File: src/rtl/alu_uart_interface_pkg.sv
// rtl/alu_uart_interface_pkg.sv - shared opcodes and FSM state encoding for the ALU/UART sequencer
//
// Purpose : single source of the ALU opcode constants and the sequencer state type.
// Ports   : none (package).

package alu_uart_interface_pkg;

    localparam logic [7:0] OP_ADD = 8'h20;
    localparam logic [7:0] OP_SUB = 8'h22;
    localparam logic [7:0] OP_AND = 8'h24;
    localparam logic [7:0] OP_OR  = 8'h25;
    localparam logic [7:0] OP_XOR = 8'h26;
    localparam logic [7:0] OP_SRL = 8'h02;
    localparam logic [7:0] OP_SRA = 8'h03;
    localparam logic [7:0] OP_NOR = 8'h27;

    localparam int NUM_OPS = 8;

    // Opcodes the sequencer forwards to the ALU; anything else (including 0x00) is rejected.
    localparam logic [7:0] SUPPORTED_OPS [NUM_OPS] = '{
        OP_ADD, OP_SUB, OP_AND, OP_OR, OP_XOR, OP_SRL, OP_SRA, OP_NOR
    };

    typedef enum logic [2:0] {
        ST_WAIT_A  = 3'd0,
        ST_WAIT_B  = 3'd1,
        ST_WAIT_OP = 3'd2,
        ST_EXEC    = 3'd3,
        ST_SEND    = 3'd4,
        ST_WAIT_TX = 3'd5
    } state_t;

endpackage

File: src/rtl/alu_uart_interface_frame_timeout.sv
// rtl/alu_uart_interface_frame_timeout.sv - inter-byte idle timer for one RX frame
//
// Purpose : counts idle cycles while enabled; flags the cycle on which the limit is reached.
// Ports   : clk     in  system clock
//           reset   in  synchronous active-high reset
//           clear   in  force counter to zero (byte accepted / not inside a frame)
//           enable  in  count this cycle
//           expired out high during the TIMEOUT_CYCLES-th consecutive enabled idle cycle

module alu_uart_interface_frame_timeout #(
    parameter int TIMEOUT_CYCLES = 1_000_000
) (
    input  logic clk,
    input  logic reset,
    input  logic clear,
    input  logic enable,
    output logic expired
);

    localparam int CW = $clog2(TIMEOUT_CYCLES + 1);

    logic [CW-1:0] count;

    // Combinational so the FSM can react in the same cycle; clear has priority so a
    // byte arriving on the expiry cycle still wins.
    assign expired = enable && !clear && (count == CW'(TIMEOUT_CYCLES - 1));

    always_ff @(posedge clk) begin
        if (reset || clear) begin
            count <= '0;
        end else if (enable) begin
            if (expired) begin
                count <= '0;
            end else begin
                count <= count + CW'(1);
            end
        end
    end

endmodule

File: src/rtl/alu_uart_interface.sv
// rtl/alu_uart_interface.sv - sequencer between UART RX/TX byte links and the combinational ALU
//
// Purpose : gathers A, B and opcode bytes from the receiver, presents them to the ALU,
//           captures the result and hands it to the transmitter as a single byte.
// Ports   : i_clk, i_reset           clock, synchronous active-high reset
//           i_rx_data, i_rx_done     received byte and its 1-cycle strobe
//           o_dato_a, o_dato_b       registered ALU operands
//           o_op_code                registered ALU opcode
//           i_resultado              combinational ALU result
//           o_tx_data, o_tx_start    result byte and 1-cycle start strobe to the transmitter
//           i_tx_done                1-cycle strobe from the transmitter
//           o_op_error               1-cycle pulse: unsupported opcode, frame discarded
//           o_rx_overrun             1-cycle pulse: byte arrived while a result was pending

module alu_uart_interface
    import alu_uart_interface_pkg::*;
#(
    parameter int OPERAND_SIZE   = 8,
    parameter int TIMEOUT_CYCLES = 1_000_000
) (
    input  logic                    i_clk,
    input  logic                    i_reset,
    input  logic [OPERAND_SIZE-1:0] i_rx_data,
    input  logic                    i_rx_done,
    output logic [OPERAND_SIZE-1:0] o_dato_a,
    output logic [OPERAND_SIZE-1:0] o_dato_b,
    output logic [OPERAND_SIZE-1:0] o_op_code,
    input  logic [OPERAND_SIZE-1:0] i_resultado,
    output logic [OPERAND_SIZE-1:0] o_tx_data,
    output logic                    o_tx_start,
    input  logic                    i_tx_done,
    output logic                    o_op_error,
    output logic                    o_rx_overrun
);

    state_t state, state_next;

    logic [OPERAND_SIZE-1:0] dato_a_next;
    logic [OPERAND_SIZE-1:0] dato_b_next;
    logic [OPERAND_SIZE-1:0] op_code_next;
    logic [OPERAND_SIZE-1:0] tx_data_next;
    logic                    tx_start_next;
    logic                    op_error_next;
    logic                    rx_overrun_next;

    logic op_ok;
    logic timer_enable;
    logic timer_clear;
    logic timer_expired;

    // Opcode constants are 8 bits; wider operand sizes compare against them zero-extended.
    always_comb begin
        op_ok = 1'b0;
        for (int i = 0; i < NUM_OPS; i++) begin
            if (i_rx_data == OPERAND_SIZE'(SUPPORTED_OPS[i])) begin
                op_ok = 1'b1;
            end
        end
    end

    // Timer only runs between bytes of a frame; outside those states it is held at zero,
    // which also gives the clear-on-entry-to-WAIT_A behaviour.
    assign timer_enable = (state == ST_WAIT_B) || (state == ST_WAIT_OP);
    assign timer_clear  = i_rx_done || !timer_enable;

    alu_uart_interface_frame_timeout #(
        .TIMEOUT_CYCLES (TIMEOUT_CYCLES)
    ) u_frame_timeout (
        .clk     (i_clk),
        .reset   (i_reset),
        .clear   (timer_clear),
        .enable  (timer_enable),
        .expired (timer_expired)
    );

    always_comb begin
        state_next      = state;
        dato_a_next     = o_dato_a;
        dato_b_next     = o_dato_b;
        op_code_next    = o_op_code;
        tx_data_next    = o_tx_data;
        tx_start_next   = 1'b0;
        op_error_next   = 1'b0;
        rx_overrun_next = 1'b0;

        case (state)
            ST_WAIT_A: begin
                if (i_rx_done) begin
                    dato_a_next = i_rx_data;
                    state_next  = ST_WAIT_B;
                end
            end
            ST_WAIT_B: begin
                if (i_rx_done) begin
                    dato_b_next = i_rx_data;
                    state_next  = ST_WAIT_OP;
                end else if (timer_expired) begin
                    state_next = ST_WAIT_A;
                end
            end
            ST_WAIT_OP: begin
                if (i_rx_done) begin
                    if (op_ok) begin
                        op_code_next = i_rx_data;
                        state_next   = ST_EXEC;
                    end else begin
                        op_error_next = 1'b1;
                        state_next    = ST_WAIT_A;
                    end
                end else if (timer_expired) begin
                    state_next = ST_WAIT_A;
                end
            end
            ST_EXEC: begin
                // Operands/opcode have been stable on the ALU for a full cycle here.
                tx_data_next    = i_resultado;
                rx_overrun_next = i_rx_done;
                state_next      = ST_SEND;
            end
            ST_SEND: begin
                tx_start_next   = 1'b1;
                rx_overrun_next = i_rx_done;
                state_next      = ST_WAIT_TX;
            end
            ST_WAIT_TX: begin
                rx_overrun_next = i_rx_done;
                if (i_tx_done) begin
                    state_next = ST_WAIT_A;
                end
            end
            default: begin
                state_next = ST_WAIT_A;
            end
        endcase
    end

    always_ff @(posedge i_clk) begin
        if (i_reset) begin
            state        <= ST_WAIT_A;
            o_dato_a     <= '0;
            o_dato_b     <= '0;
            o_op_code    <= '0;
            o_tx_data    <= '0;
            o_tx_start   <= 1'b0;
            o_op_error   <= 1'b0;
            o_rx_overrun <= 1'b0;
        end else begin
            state        <= state_next;
            o_dato_a     <= dato_a_next;
            o_dato_b     <= dato_b_next;
            o_op_code    <= op_code_next;
            o_tx_data    <= tx_data_next;
            o_tx_start   <= tx_start_next;
            o_op_error   <= op_error_next;
            o_rx_overrun <= rx_overrun_next;
        end
    end

endmodule

File: config.mk
export PLATFORM = sky130hd
export DESIGN_NAME = alu_uart_interface
export DESIGN_NICKNAME = d
export VERILOG_FILES = /design/src/rtl/alu_uart_interface_pkg.sv /design/src/rtl/alu_uart_interface_frame_timeout.sv /design/src/rtl/alu_uart_interface.sv
export SDC_FILE = /design/constraint.sdc
export NUM_CORES = 1
export LEC_CHECK = 0
export BUFFER_PORTS_ARGS = -buffer_cell sky130_fd_sc_hd__buf_2
export CAP_MARGIN = 40
export CORE_UTILIZATION = 50
export CTS_CLUSTER_DIAMETER = 200
export DETAILED_ROUTE_END_ITERATION = 8
export PLACE_DENSITY = 0.8
export SYNTH_ARGS = -nofsm -noshare
export SYNTH_HDL_FRONTEND = slang
export SYNTH_SLANG_ARGS = --single-unit
File: constraint.sdc
create_clock -name i_clk -period 4.7 [get_ports i_clk]
set_input_delay 0.705 -clock i_clk [delete_from_list [all_inputs] [get_ports i_clk]]
set_output_delay 0.705 -clock i_clk [all_outputs]
set_load 0.1 [all_outputs]
==> impl_metrics.ini, run 1 <==
[critical_path]
crit_fanout = 19
path_cells = or4b_1 -> or4_4 -> o21ai_2 -> a21oi_1
r2r_slack_ns = 2.39
end_kind = register
crit_required_ns = 4.87
cp_num_buf_inv = 0
crit_slowest_cell = o21ai_2
cp-startpoint = u_frame_timeout.count[7]$_SDFFE_PP0N_
crit_type = register to register
worst_r2r_path_depth = 4
r2r-start = u_frame_timeout.count[7]$_SDFFE_PP0N_
rr_endpoint = u_frame_timeout.count[12]$_SDFFE_PP0N_
critPathLaunchType = register
slowest_delay_ns = 0.63
worst_ep_arrival_time_ns = 2.48
path_delay_family = simple AND/OR/NAND/NOR gates

[sta]
slew_headroom_pct = 44.4
report.final.slew_viol_count = 0
clock-skew-final_ns = 0.00428
timing.setup.tns_ns = 0
setup_violations = 0
fin_crit_ns = 2.31
max_freq_mhz = 434
worst_pin_slew_ns = 0.827
post-route-period-util_pct = 49.1
rsz0062_at_grt = no
finalHoldViolations = 0

[hold_path]
holdPathEnd = o_dato_a[2]$_SDFFE_PP0P_
whs_path_depth = 2
hold_path_class = register to register
hold_start = o_dato_a[2]$_SDFFE_PP0P_

[pwr]
p_total_w = 0.000995
peakVddDrop_mv = 0.209
p_leak_nw = 1.20
power_density_nw_per_um2 = 353

[logic_synthesis]
seq_area_frac_synth_pct = 49.0
yosysWarnings = 0
synth_top_area_share_pct = 49.0
syn-cell-area_um2 = 2370
synth_area_leaders = dfxtp_1 49%, mux2i_1 8.5%, nor2_1 5.4%
synth_cell_types = 41
synth_area_leader_cell = dfxtp_1
synth_common_cells = 58 x dfxtp_1, 34 x nor2_1, 23 x a21oi_1, 23 x nand2_1, 20 x mux2i_1
synth_edf_count = 0
synth_cells = 261
yosysMostFrequentCell = dfxtp_1
synth_ff_type = dfxtp_1
ys_seq_elements = 58
async_flop_share_pct = 0
synth_nets = 282
synth.avg_cell_area_um2 = 9.07

[clock_tree]
clock_path_buffers = 2
path_clk_slew_ns = 0.06
cts_tree = done
cts-root-buf = clkbuf_8
cts_setup_buffers = 0
ctsResizeCount = 0
clock_latency_ns = 0.33
numClockSinks = 58
postCtsHoldBufs = 0
h-tree-depth = 3
cts_buffers = 9

[global_routing]
grt.overflow.total = 0
antenna_found_initial = 0
grt_pass1_wl_mm = 8.03
grt_max_degree = 39
grt_use_total_pct = 20.3
first_global_vias = 1832

[final_layout]
fillCellCount = 381
postLayoutCellArea_um2 = 2820
multi_input_area_um2 = 1140
nNetsFinal = 336
area_delta_synth_final_pct = 19.0
utilization_pct = 63.4
drive_gt1_share_pct = 21.9
diodes = 0
regArea_um2 = 1160

[die]
die_w_um = 70.8
core_um2 = 4440
dieArea_um2 = 5020
row_count = 24
start_util_pct = 53.3
ios = 55
die_y_um = 70.8

[route]
wl_per_cell_um = 13.2
vias = 2054
first_iter_violations = 66
via_per_inst = 5.52
routed_wl_mm = 4.91
postRouteAntennaNets = 0
drcViolationCount = 0
first_pass_iters = 4

[place]
port_buffers = 54
place_area_um2 = 2660
routabilityCongestion = 0.818
dpl.hpwl_mm = 3.48

[status]
status = finished clean

[flow_run]
drv_cap = 0
-- placed cells by master (no fill, tap or decap), types with 4 or more instances in the layout --
cell / count
clkbuf_8: 10
nand2_1: 23
nand2b_1: 5
inv_1: 5
nand3_1: 6
a21oi_1: 23
o21ai_0: 10
dfxtp_1: 58
buf_2: 54
nor3_1: 5
mux2i_1: 20
or4_1: 4
and2_1: 5
xnor2_1: 7
nor2_1: 34
or3_1: 9
-- per-layer routing --
layer	wire, um	track usage (%)	up-vias
met1	2210	25.0	955
met3	264	5.56	9
li1	-	-	1030
met5	0	0	-
met4	95	11.6	0
met2	2340	32.1	60
-- cell families (layout without fill, tap and decap cells) --
group	Yosys count	after routing	synth area share [%]
simple gates	114	114	25.4
flops	58	58	49.0
fa+ha+maj	1	1	0.528
xor+xnor	9	9	3.33
buf+inv	16	75	2.85
mux	20	20	8.45
compound gates	43	43	10.5
-- through the flow --
step	setup WS, ns	std cells	hold slack (ns)
after global placement	2.45	356	0.433
after detailed placement	2.42	356	0.440
after CTS	2.40	372	0.452
after floorplan	2.68	261	0.417
after global routing	2.29	372	0.472
final	2.39	372	0.451
-- worst min-delay path, stage by stage (launching register included) --
cell	delay [ns]
dfxtp_1	0.30
nand2_1	0.05
a21oi_1	0.05
-- area by class of cell --
class / count / area share (%)
clock inverter: 3 / 0.533
inverter: 5 / 0.666
multi-input combinational: 187 / 40.4
clock buffer: 13 / 5.28
timing repair buffer: 54 / 9.59
sequential: 58 / 41.2
tap: 52 / 2.31
-- flip-flops by register name (all words and copies together), names as in the netlist --
name and count:
o_dato_a 8, o_dato_b 8, o_op_code 8, o_op_error 1, o_rx_overrun 1, o_tx_data 8
o_tx_start 1, state 3, u_frame_timeout.count 20
-- worst max-delay path by stage --
stage	to	slack, ns	cells past startpoint
2_1_floorplan	state[0]$_SDFFE_PP0P_	2.68	4
3_3_place_gp	u_frame_timeout.count[3]$_SDFFE_PP0N_	2.45	4
3_5_place_dp	u_frame_timeout.count[7]$_SDFFE_PP0N_	2.42	4
4_1_cts	u_frame_timeout.count[12]$_SDFFE_PP0N_	2.40	4
5_1_grt	u_frame_timeout.count[17]$_SDFFE_PP0N_	2.29	4
6_report	u_frame_timeout.count[12]$_SDFFE_PP0N_	2.39	4
-- power by group --
group	switching, W	internal, W	total (W)
Clock	0.000183	0.000203	0.000387
Combinational	0.0000808	0.0000217	0.000102
Sequential	0.00000621	0.000500	0.000506
(Power assumes the default switching activity.)
==> run 2: changes to the inputs <==
==> constraint.sdc (replaced) <==
create_clock -name i_clk -period 2.4 [get_ports i_clk]
set_input_delay 0.36 -clock i_clk [delete_from_list [all_inputs] [get_ports i_clk]]
set_output_delay 0.36 -clock i_clk [all_outputs]
set_load 0.1 [all_outputs]
==> run 2 against run 1 <==
Against the previous run: via count grew 0.78%; design area grew 4.3%; sequential cell count is the same; global-route usage grew 2.4 points.
==> impl_metrics.ini, run 2 (synthesis gave the netlist of run 1 again) <==
[status]
status = finished clean

[global_routing]
antenna_found_initial = 0
grt_pass1_wl_mm = 8.77
grt_max_degree = 39
grt.overflow.total = 0
grt_use_total_pct = 22.7
first_global_vias = 1928

[sta]
fin_crit_ns = 2.12
setup_ws_ns = 0.280
max_freq_mhz = 472
report.final.slew_viol_count = 0
clock-skew-final_ns = 0.00657
finalHoldViolations = 0
post-route-period-util_pct = 88.3
timing.setup.tns_ns = 0
rsz0062_at_grt = no
setup_violations = 0
slew_headroom_pct = 54.6
worst_pin_slew_ns = 0.681
hold_slack_ns = 0.257

[clock_tree]
cts_buffers = 9
path_clk_slew_ns = 0.06
h-tree-depth = 3
cts-root-buf = clkbuf_8
cts_tree = done
cts_setup_buffers = 0
clock_path_buffers = 2
ctsResizeCount = 0
postCtsHoldBufs = 0
clock_latency_ns = 0.34
numClockSinks = 58

[critical_path]
path_cells = or4b_1 -> or4_4 -> or3_1 -> a32o_1
worst_ep_arrival_time_ns = 2.34
crit_slowest_cell = or4_4
crit_required_ns = 2.62
worst_r2r_path_depth = 4
crit_fanout = 5
cp_num_buf_inv = 0
r2r-start = u_frame_timeout.count[8]$_SDFFE_PP0N_
end_kind = register
path_delay_family = simple AND/OR/NAND/NOR gates
slowest_delay_ns = 0.56
crit_type = register to register
r2r_slack_ns = 0.28
rr_endpoint = state[0]$_SDFFE_PP0P_
critPathLaunchType = register

[place]
dp_slack_ns = 0.285
dpl.hpwl_mm = 3.50
port_buffers = 54
routabilityCongestion = 0.746

[die]
die_y_um = 70.8
start_util_pct = 53.3
ios = 55
die_w_um = 70.8
core_um2 = 4440
dieArea_um2 = 5020
row_count = 24

[final_layout]
mostFrequentLayoutCells = 58 x dfxtp_1, 54 x buf_2, 34 x nor2_1
regArea_um2 = 1160
diodes = 0
area_delta_synth_final_pct = 24.1
layout_commonest_cell = dfxtp_1
multi_input_area_um2 = 1140
regMostFlops = u_frame_timeout.count
nNetsFinal = 343
fillCellCount = 360
drive_gt1_share_pct = 24.2
largest_reg_flops = 20

[route]
first_pass_iters = 4
wl_per_cell_um = 13.4
postRouteAntennaNets = 0
drcViolationCount = 0
via_per_inst = 5.46
first_iter_violations = 113
vias = 2070
routed_wl_mm = 5.09

[flow_run]
drv_cap = 0

[hold_path]
holdPathEnd = o_tx_data[2]$_SDFFE_PP0N_
hold_path_class = primary input to register
hold_start = i_resultado[2]
whs_path_depth = 3

[pwr]
power_density_nw_per_um2 = 746
p_total_w = 0.00219
p_leak_nw = 1.26
peakVddDrop_mv = 0.483
## run 2: cell types whose count changed in the layout (fill, tap and decap cells not counted)
cell / delta
buf_4: +6
clkbuf_1: -2
clkinvlp_4: +1
buf_12: +1
bufinv_16: +2
clkinv_2: -1
## run 2: how the worst max path moves through the flow
stage / cells after the start / to / from
finish: 4 / state[0]$_SDFFE_PP0P_ / u_frame_timeout.count[8]$_SDFFE_PP0N_
global route: 4 / u_frame_timeout.count[17]$_SDFFE_PP0N_ / state[1]$_SDFFE_PP0P_
CTS: 4 / state[0]$_SDFFE_PP0P_ / u_frame_timeout.count[8]$_SDFFE_PP0N_
detailed placement: 4 / state[0]$_SDFFE_PP0P_ / u_frame_timeout.count[8]$_SDFFE_PP0N_
global placement: 4 / state[0]$_SDFFE_PP0P_ / u_frame_timeout.count[8]$_SDFFE_PP0N_
floorplan: 4 / state[0]$_SDFFE_PP0P_ / u_frame_timeout.count[8]$_SDFFE_PP0N_
## run 2: report_power, final
part / internal [W] / leakage [nW] / switching, W / total [W]
Clock: 0.000609 / 0.109 / 0.000381 / 0.000990
Sequential: 0.000979 / 0.469 / 0.00000839 / 0.000987
Combinational: 0.0000502 / 0.686 / 0.000165 / 0.000216
Total: 0.00164 / 1.26 / 0.000555 / 0.00219
## run 2: area by class of cell
class / instances / share of cell area (%)
Clock buffer: 11 / 4.81
Clock inverter: 5 / 2.64
Inverter: 5 / 0.639
Multi-Input combinational cell: 187 / 38.8
Sequential cell: 58 / 39.5
Tap cell: 52 / 2.21
Timing Repair Buffer: 61 / 11.4
## run 2: per-layer routing
metal / GRT usage [%] / up-vias / share of wire (%)
met5: 0 / - / 0
met2: 35.1 / 62 / 48
li1: - / 1046 / -
met4: 8.89 / 0 / 1.5
met1: 28.2 / 954 / 44
met3: 9.54 / 8 / 6.1
## run 2: per-stage QoR
| step | utilization (%) | instance area (um2) | cells |
|---|---|---|---|
| detailed placement | 61.2 | 2720 | 363 |
| global placement | 61.2 | 2720 | 363 |
| finish | 66.1 | 2940 | 379 |
| CTS | 66.1 | 2940 | 379 |
| floorplan | - | 2370 | 261 |
| global route | 66.1 | 2940 | 379 |
## run 2: worst reg2reg max path, cell delays in order, from the launching register on
cell and delay [ns]:
dfxtp_1 0.34, or4b_1 0.53, or4_4 0.56, or3_1 0.32
a32o_1 0.26
